===== src/rtl/mem_arbiter_if.sv =====
// Signal bundle between mem_arbiter, its two requesters and the 256x8 memory.
// slave = arbiter view, master = requester/memory view.
interface mem_arbiter_if #(
  parameter int word_size = 8
);
  logic                 cpu_req;
  logic                 cpu_we;
  logic [word_size-1:0] cpu_addr;
  logic [word_size-1:0] cpu_wdata;
  logic                 cpu_gnt;

  logic                 host_req;
  logic                 host_we;
  logic [word_size-1:0] host_addr;
  logic [word_size-1:0] host_wdata;
  logic                 host_lock;
  logic                 host_gnt;

  logic [word_size-1:0] mem_addr;
  logic [word_size-1:0] mem_wdata;
  logic                 mem_we;
  logic [word_size-1:0] mem_rdata;

  logic [word_size-1:0] rdata;
  logic                 rvalid;
  logic                 rsrc;

  modport slave (
    input  cpu_req, cpu_we, cpu_addr, cpu_wdata,
    input  host_req, host_we, host_addr, host_wdata, host_lock,
    input  mem_rdata,
    output cpu_gnt, host_gnt,
    output mem_addr, mem_wdata, mem_we,
    output rdata, rvalid, rsrc
  );

  modport master (
    output cpu_req, cpu_we, cpu_addr, cpu_wdata,
    output host_req, host_we, host_addr, host_wdata, host_lock,
    output mem_rdata,
    input  cpu_gnt, host_gnt,
    input  mem_addr, mem_wdata, mem_we,
    input  rdata, rvalid, rsrc
  );
endinterface


===== src/rtl/mem_arbiter.sv =====
// Core/host arbiter for the shared single-port program/data memory, with bounded host lock.
// Define ARB_FIXED_PRIO_EN for host-wins tie-breaks; default build is round-robin.
module mem_arbiter #(
  parameter int word_size = 8,
  parameter int MAX_LOCK  = 16
) (
  input logic          clk,
  input logic          rst,
  mem_arbiter_if.slave bus
);
  localparam int LW = (MAX_LOCK > 1) ? $clog2(MAX_LOCK) : 1;
  localparam logic [LW-1:0] LOCK_LAST = LW'(MAX_LOCK - 1);

  typedef enum logic [1:0] {S_IDLE, S_CPU, S_HOST} state_t;
  typedef enum logic {OWN_CPU, OWN_HOST} owner_t;

  state_t               state_q, state_d;
  owner_t               last_owner;
  logic [LW-1:0]        lock_cnt;
  logic [word_size-1:0] addr_hold, wdata_hold;
  logic                 force_cpu;
  logic                 grant_read;

  always_comb begin
    state_d        = S_IDLE;
    bus.cpu_gnt    = 1'b0;
    bus.host_gnt   = 1'b0;
    bus.mem_we     = 1'b0;
    bus.mem_addr   = addr_hold;
    bus.mem_wdata  = wdata_hold;
    grant_read     = 1'b0;
    force_cpu      = (state_q == S_HOST) && bus.cpu_req && (lock_cnt == LOCK_LAST);

    if ((state_q == S_HOST) && bus.host_lock && bus.host_req && !force_cpu) begin
      state_d = S_HOST;
    end else if (bus.cpu_req && bus.host_req) begin
`ifdef ARB_FIXED_PRIO_EN
      state_d = force_cpu ? S_CPU : S_HOST;
`else
      state_d = (last_owner == OWN_HOST) ? S_CPU : S_HOST;
`endif
    end else if (bus.cpu_req) begin
      state_d = S_CPU;
    end else if (bus.host_req) begin
      state_d = S_HOST;
    end

    case (state_q)
      S_CPU: begin
        bus.cpu_gnt   = 1'b1;
        bus.mem_we    = bus.cpu_we;
        bus.mem_addr  = bus.cpu_addr;
        bus.mem_wdata = bus.cpu_wdata;
        grant_read    = !bus.cpu_we;
      end
      S_HOST: begin
        bus.host_gnt  = 1'b1;
        bus.mem_we    = bus.host_we;
        bus.mem_addr  = bus.host_addr;
        bus.mem_wdata = bus.host_wdata;
        grant_read    = !bus.host_we;
      end
      default: ;
    endcase
  end

  always_ff @(posedge clk or negedge rst) begin
    if (!rst) begin
      state_q    <= S_IDLE;
      last_owner <= OWN_HOST;
      lock_cnt   <= '0;
      addr_hold  <= '0;
      wdata_hold <= '0;
      bus.rdata  <= '0;
      bus.rvalid <= 1'b0;
      bus.rsrc   <= 1'b0;
    end else begin
      state_q <= state_d;
      if (state_d == S_CPU) begin
        last_owner <= OWN_CPU;
      end else if (state_d == S_HOST) begin
        last_owner <= OWN_HOST;
      end

      // Only host cycles with the core waiting advance the starvation counter.
      if (state_q != S_HOST) begin
        lock_cnt <= '0;
      end else if (bus.cpu_req && (lock_cnt != LOCK_LAST)) begin
        lock_cnt <= lock_cnt + 1'b1;
      end

      if (state_q != S_IDLE) begin
        addr_hold  <= bus.mem_addr;
        wdata_hold <= bus.mem_wdata;
      end

      bus.rvalid <= grant_read;
      if (grant_read) begin
        bus.rdata <= bus.mem_rdata;
        bus.rsrc  <= (state_q == S_HOST);
      end
    end
  end
endmodule


===== src/flat_wrapper.sv =====
// flat-port wrapper written by rule: the top's interface ports become plain ports
module mem_arbiter_flat 
#(
  parameter int word_size = 8,
  parameter int MAX_LOCK  = 16
)
  (clk, rst, bus_cpu_req, bus_cpu_we, bus_cpu_addr, bus_cpu_wdata, bus_host_req, bus_host_we, bus_host_addr, bus_host_wdata, bus_host_lock, bus_mem_rdata, bus_cpu_gnt, bus_host_gnt, bus_mem_addr, bus_mem_wdata, bus_mem_we, bus_rdata, bus_rvalid, bus_rsrc);
  mem_arbiter_if #(.word_size(word_size)) bus_i ();
  input logic clk;
  input logic rst;
  input wire logic [$bits(bus_i.cpu_req)-1:0] bus_cpu_req;
  input wire logic [$bits(bus_i.cpu_we)-1:0] bus_cpu_we;
  input wire logic [$bits(bus_i.cpu_addr)-1:0] bus_cpu_addr;
  input wire logic [$bits(bus_i.cpu_wdata)-1:0] bus_cpu_wdata;
  input wire logic [$bits(bus_i.host_req)-1:0] bus_host_req;
  input wire logic [$bits(bus_i.host_we)-1:0] bus_host_we;
  input wire logic [$bits(bus_i.host_addr)-1:0] bus_host_addr;
  input wire logic [$bits(bus_i.host_wdata)-1:0] bus_host_wdata;
  input wire logic [$bits(bus_i.host_lock)-1:0] bus_host_lock;
  input wire logic [$bits(bus_i.mem_rdata)-1:0] bus_mem_rdata;
  output wire logic [$bits(bus_i.cpu_gnt)-1:0] bus_cpu_gnt;
  output wire logic [$bits(bus_i.host_gnt)-1:0] bus_host_gnt;
  output wire logic [$bits(bus_i.mem_addr)-1:0] bus_mem_addr;
  output wire logic [$bits(bus_i.mem_wdata)-1:0] bus_mem_wdata;
  output wire logic [$bits(bus_i.mem_we)-1:0] bus_mem_we;
  output wire logic [$bits(bus_i.rdata)-1:0] bus_rdata;
  output wire logic [$bits(bus_i.rvalid)-1:0] bus_rvalid;
  output wire logic [$bits(bus_i.rsrc)-1:0] bus_rsrc;
  assign bus_i.cpu_req = bus_cpu_req;
  assign bus_i.cpu_we = bus_cpu_we;
  assign bus_i.cpu_addr = bus_cpu_addr;
  assign bus_i.cpu_wdata = bus_cpu_wdata;
  assign bus_i.host_req = bus_host_req;
  assign bus_i.host_we = bus_host_we;
  assign bus_i.host_addr = bus_host_addr;
  assign bus_i.host_wdata = bus_host_wdata;
  assign bus_i.host_lock = bus_host_lock;
  assign bus_i.mem_rdata = bus_mem_rdata;
  assign bus_cpu_gnt = bus_i.cpu_gnt;
  assign bus_host_gnt = bus_i.host_gnt;
  assign bus_mem_addr = bus_i.mem_addr;
  assign bus_mem_wdata = bus_i.mem_wdata;
  assign bus_mem_we = bus_i.mem_we;
  assign bus_rdata = bus_i.rdata;
  assign bus_rvalid = bus_i.rvalid;
  assign bus_rsrc = bus_i.rsrc;
  mem_arbiter #(.word_size(word_size), .MAX_LOCK(MAX_LOCK)) u_core (.clk(clk), .rst(rst), .bus(bus_i));
endmodule

===== config.mk =====
export PLATFORM = sky130hd
export DESIGN_NAME = mem_arbiter_flat
export DESIGN_NICKNAME = d
export VERILOG_FILES = /design/src/rtl/mem_arbiter_if.sv /design/src/rtl/mem_arbiter.sv /design/src/flat_wrapper.sv
export SDC_FILE = /design/constraint.sdc
export NUM_CORES = 1
export LEC_CHECK = 0
export CORE_MARGIN = 1
export CORE_UTILIZATION = 43
export CTS_BUF_LIST = sky130_fd_sc_hd__clkbuf_4
export DETAILED_ROUTE_END_ITERATION = 10
export PLACE_DENSITY = 0.82
export SLEW_MARGIN = 20
export SYNTH_ARGS = -nofsm -noshare
export SYNTH_HDL_FRONTEND = slang
export SYNTH_SLANG_ARGS = --single-unit

===== constraint.sdc =====
create_clock -name clk -period 2.5 [get_ports clk]
set_clock_uncertainty 0.15 [all_clocks]
set_input_delay 0.375 -clock clk [delete_from_list [all_inputs] [get_ports clk]]
set_output_delay 0.375 -clock clk [all_outputs]
set_load 0.05 [all_outputs]

==> impl_metrics.env <==
export IMPL_grt_first_pass_wirelength_mm=7.27
export IMPL_die_h_um=64.7
export IMPL_rows=22
export IMPL_status="complete, no violations"
export IMPL_synth_seq_area_share_pct=48.9
export IMPL_diodes=0
export IMPL_htreeDepth=2
export IMPL_wire_per_inst_um=14.6
export IMPL_core_area_um2=3720
export IMPL_final_area_um2=2820
export IMPL_die_area_um2=4190
export IMPL_vias=1601
export IMPL_synth_compound_area_share_pct=20.3
export IMPL_p_leak_nw=1.19
export IMPL_place_area_um2=2750
export IMPL_p_seq_share_pct=24.0
export IMPL_drc=0
export IMPL_slew_headroom_pct=65.7
export IMPL_worst_slack_ns=0.185
export IMPL_internal_power_mw=1.88
export IMPL_post_cts_setup_buffer_count=0
export IMPL_drive_above_1_share_pct=25.0
export IMPL_synth_adder_area_share_pct=4.43
export IMPL_r2r_cells=8
export IMPL_tightest_slew_ns=0.513
export IMPL_timing_critical_path_cells="inv_1 > ha_2 > buf_6 > a22oi_1 > a21oi_2 > buf_12"
export IMPL_synth_top_area_share_pct=47.3
export IMPL_portBuffers=75
export IMPL_drt_pass1_iter_count=4
export IMPL_antenna_found_initial=0
export IMPL_grt_pass1_vias=1511
export IMPL_p_sw_mw=1.68
export IMPL_synthTopCellsByArea="dfrtp_1 47%, a22oi_1 7.5%, mux2_2 6.0%, o21ai_0 5.9%, nand2_1 5.8%"
export IMPL_routed_wl_mm=4.45
export IMPL_combPwrFrac_pct=67.6
export IMPL_cts_path_max_buffers=2
export IMPL_syn_num_nets=232
export IMPL_required_ns=1.98
export IMPL_hp_class="primary input to async pin"
export IMPL_yosysUniqueCellTypes=26
export IMPL_nets=308
export IMPL_grt_ovfl_total=0
export IMPL_area_delta_synth_final_pct=66.4
export IMPL_place_congestion=0.856
export IMPL_p_clk_share_pct=8.4
export IMPL_arrival_ns=1.79
export IMPL_cellPowerDensity_nw_per_um2=1270
export IMPL_ctsResizeCount=0
export IMPL_fmax_ghz=0.432
export IMPL_dp_slack_ns=0.457
export IMPL_grt_busiest_layer="met2"
export IMPL_drv_cap=0
export IMPL_cts_root_buf="clkbuf_4"
export IMPL_clk_latency_ns=0.34
export IMPL_synth_flop_cell="dfrtp_1"
export IMPL_gr_usage_met2_pct=40.2
export IMPL_cp_end_kind="primary output"
export IMPL_critical_path_max_stage_delay_ns=0.40
export IMPL_criticalPathCategory="flip-flop to primary output"
export IMPL_synth_edff_count=0
export IMPL_postRouteAntennaNets=0
export IMPL_cts_buffers=5
export IMPL_synth_most_common_cell="dfrtp_1"
export IMPL_fin_setup_tns_ns=0
export IMPL_rsz0062_at_grt="no"
export IMPL_routed_via_density=5.27
export IMPL_synth_seq_cells=33
export IMPL_max_vdd_ir_drop_mv=0.767
export IMPL_synthMuxAreaShare_pct=7.17
export IMPL_slew_violations=0
export IMPL_synth_avg_cell_area_um2=9.46
export IMPL_grt_use_total_pct=23.3
export IMPL_netlist_area_um2=1690
export IMPL_yosys_area_top_type="dfrtp_1"
export IMPL_ys_warnings_count=0
export IMPL_hpwlAfterDp_mm=3.37
export IMPL_grtUsageMet1_pct=28.4
export IMPL_swShare_pct=47.2
export IMPL_grt_max_degree=36
export IMPL_start_util_pct=45.6
export IMPL_critPathSlowestCell="dfrtp_1"
export IMPL_synth_simple_gate_area_share_pct=14.5
export IMPL_critical_path_peak_fanout=17
export IMPL_postSynthCellCount=179
export IMPL_cts_tree="done"
export IMPL_clk_pin_slew_ns=0.11
export IMPL_start_kind="flip-flop"
export IMPL_synth_top_family_by_area="compound AO/OA/AOI/OAI gates"
export IMPL_fin_crit_sh_pct=92.6
export IMPL_ios=76
export IMPL_clock_sinks=33
export IMPL_min_period_ns=2.32
export IMPL_hold_viol=0
export IMPL_drt_iter0_markers=104
export IMPL_finalSetupViolCount=0
export IMPL_async_flop_share_pct=100
export IMPL_die_w_um=64.7
export IMPL_holdBufCountCts=0
export IMPL_grt_met3_usage_pct=6.34
export IMPL_fillerInstances=262
export IMPL_synth_commonest_cells="32 x dfrtp_1, 26 x nand2_1, 20 x o21ai_0, 17 x a22oi_1"
export IMPL_synth_xor_area_share_pct=0
-- power by group through the flow --
stage / logic, mW / registers (mW) / clock network (mW)
floorplan: 1.11 / 1.12 / 0
global placement: 2.39 / 0.852 / 0
detailed placement: 2.42 / 0.867 / 0
CTS: 2.43 / 0.856 / 0.312
global route: 2.54 / 0.884 / 0.339
finish: 2.41 / 0.855 / 0.300
-- final cells by class --
cell class                 instances  area [um2]  area share [%]
clock buffer                       5        37.5            1.33
clock inverter                     3        22.5           0.799
inverter                           7        26.3           0.933
multi-input combinational        128         850            30.2
sequential                        33         827            29.4
tap                               48        60.1            2.13
timing repair buffer              80         995            35.3
-- final timing paths --
check | to | slack [ns] | startpoint
setup / recovery | bus_mem_addr[2] | 0.18 | u_core.state_q[0]
hold / removal | u_core.bus.rdata[3] | 0.28 | rst
setup reg to reg | u_core.last_owner | 0.44 | u_core.state_q[0]
hold reg to reg | u_core.addr_hold[2] | 0.34 | u_core.addr_hold[2]
max in group asynchronous | u_core.last_owner | 1.59 | rst
min in group clk | u_core.addr_hold[2] | 0.34 | u_core.addr_hold[2]
-- kinds of logic (layout without fill, tap and decap cells) --
group	count (synthesis)	in the layout
AOI/OAI and AO/OA	57	57
DFF	33	33
muxes	11	11
and+or+nand+nor	54	54
adders and majority gates	6	6
buffers and inverters	18	95
-- cell usage in the layout, fill, tap and decap left out, types with 2 or more instances in the layout --
master / instances
buf_12: 20
nand2_1: 26
mux2_2: 9
clkdlybuf4s50_1: 56
o21ai_0: 20
clkinvlp_4: 3
buf_4: 3
dfrtp_1: 32
nor2_1: 16
ha_1: 4
nand3_1: 2
nand2b_1: 3
ha_2: 2
clkbuf_4: 5
mux2i_1: 2
inv_1: 6
and2_1: 2
a22oi_1: 17
a31oi_1: 2
a21oi_2: 16
-- worst max-delay path: cells and delay by family (launching register included) --
kind	cells	cell delay, ns
buffers and inverters	3	0.46
AO/OA/AOI/OAI	2	0.35
adder cells (fa/ha/maj)	1	0.23
flip-flops	1	0.40
-- per-stage QoR --
stage	total power, mW	std cells	hold slack [ns]	util (%)
after detailed placement	3.29	296	0.323	74.0
after floorplan	2.23	179	-0.0706	-
after global placement	3.24	296	0.314	74.0
final	3.57	304	0.282	75.8
after CTS	3.60	304	0.276	75.6
after global routing	3.77	304	0.289	75.8
-- flip-flops by register name, indices dropped and copies added (netlist names) --
name / flops
u_core.wdata_hold: 8
u_core.bus.rdata: 8
u_core.lock_cnt: 4
u_core.last_owner: 1
u_core.addr_hold: 8
u_core.bus.rvalid: 1
u_core.bus.rsrc: 1
u_core.state_q: 2
-- metal layers --
| layer | vias to the layer above | share of wire [%] |
|---|---|---|
| met1 | 756 | 39 |
| met5 | - | 0 |
| met3 | 6 | 6.6 |
| li1 | 778 | - |
| met4 | 0 | 0.97 |
| met2 | 61 | 53 |
Note: power is estimated with default switching activity, not from simulation.
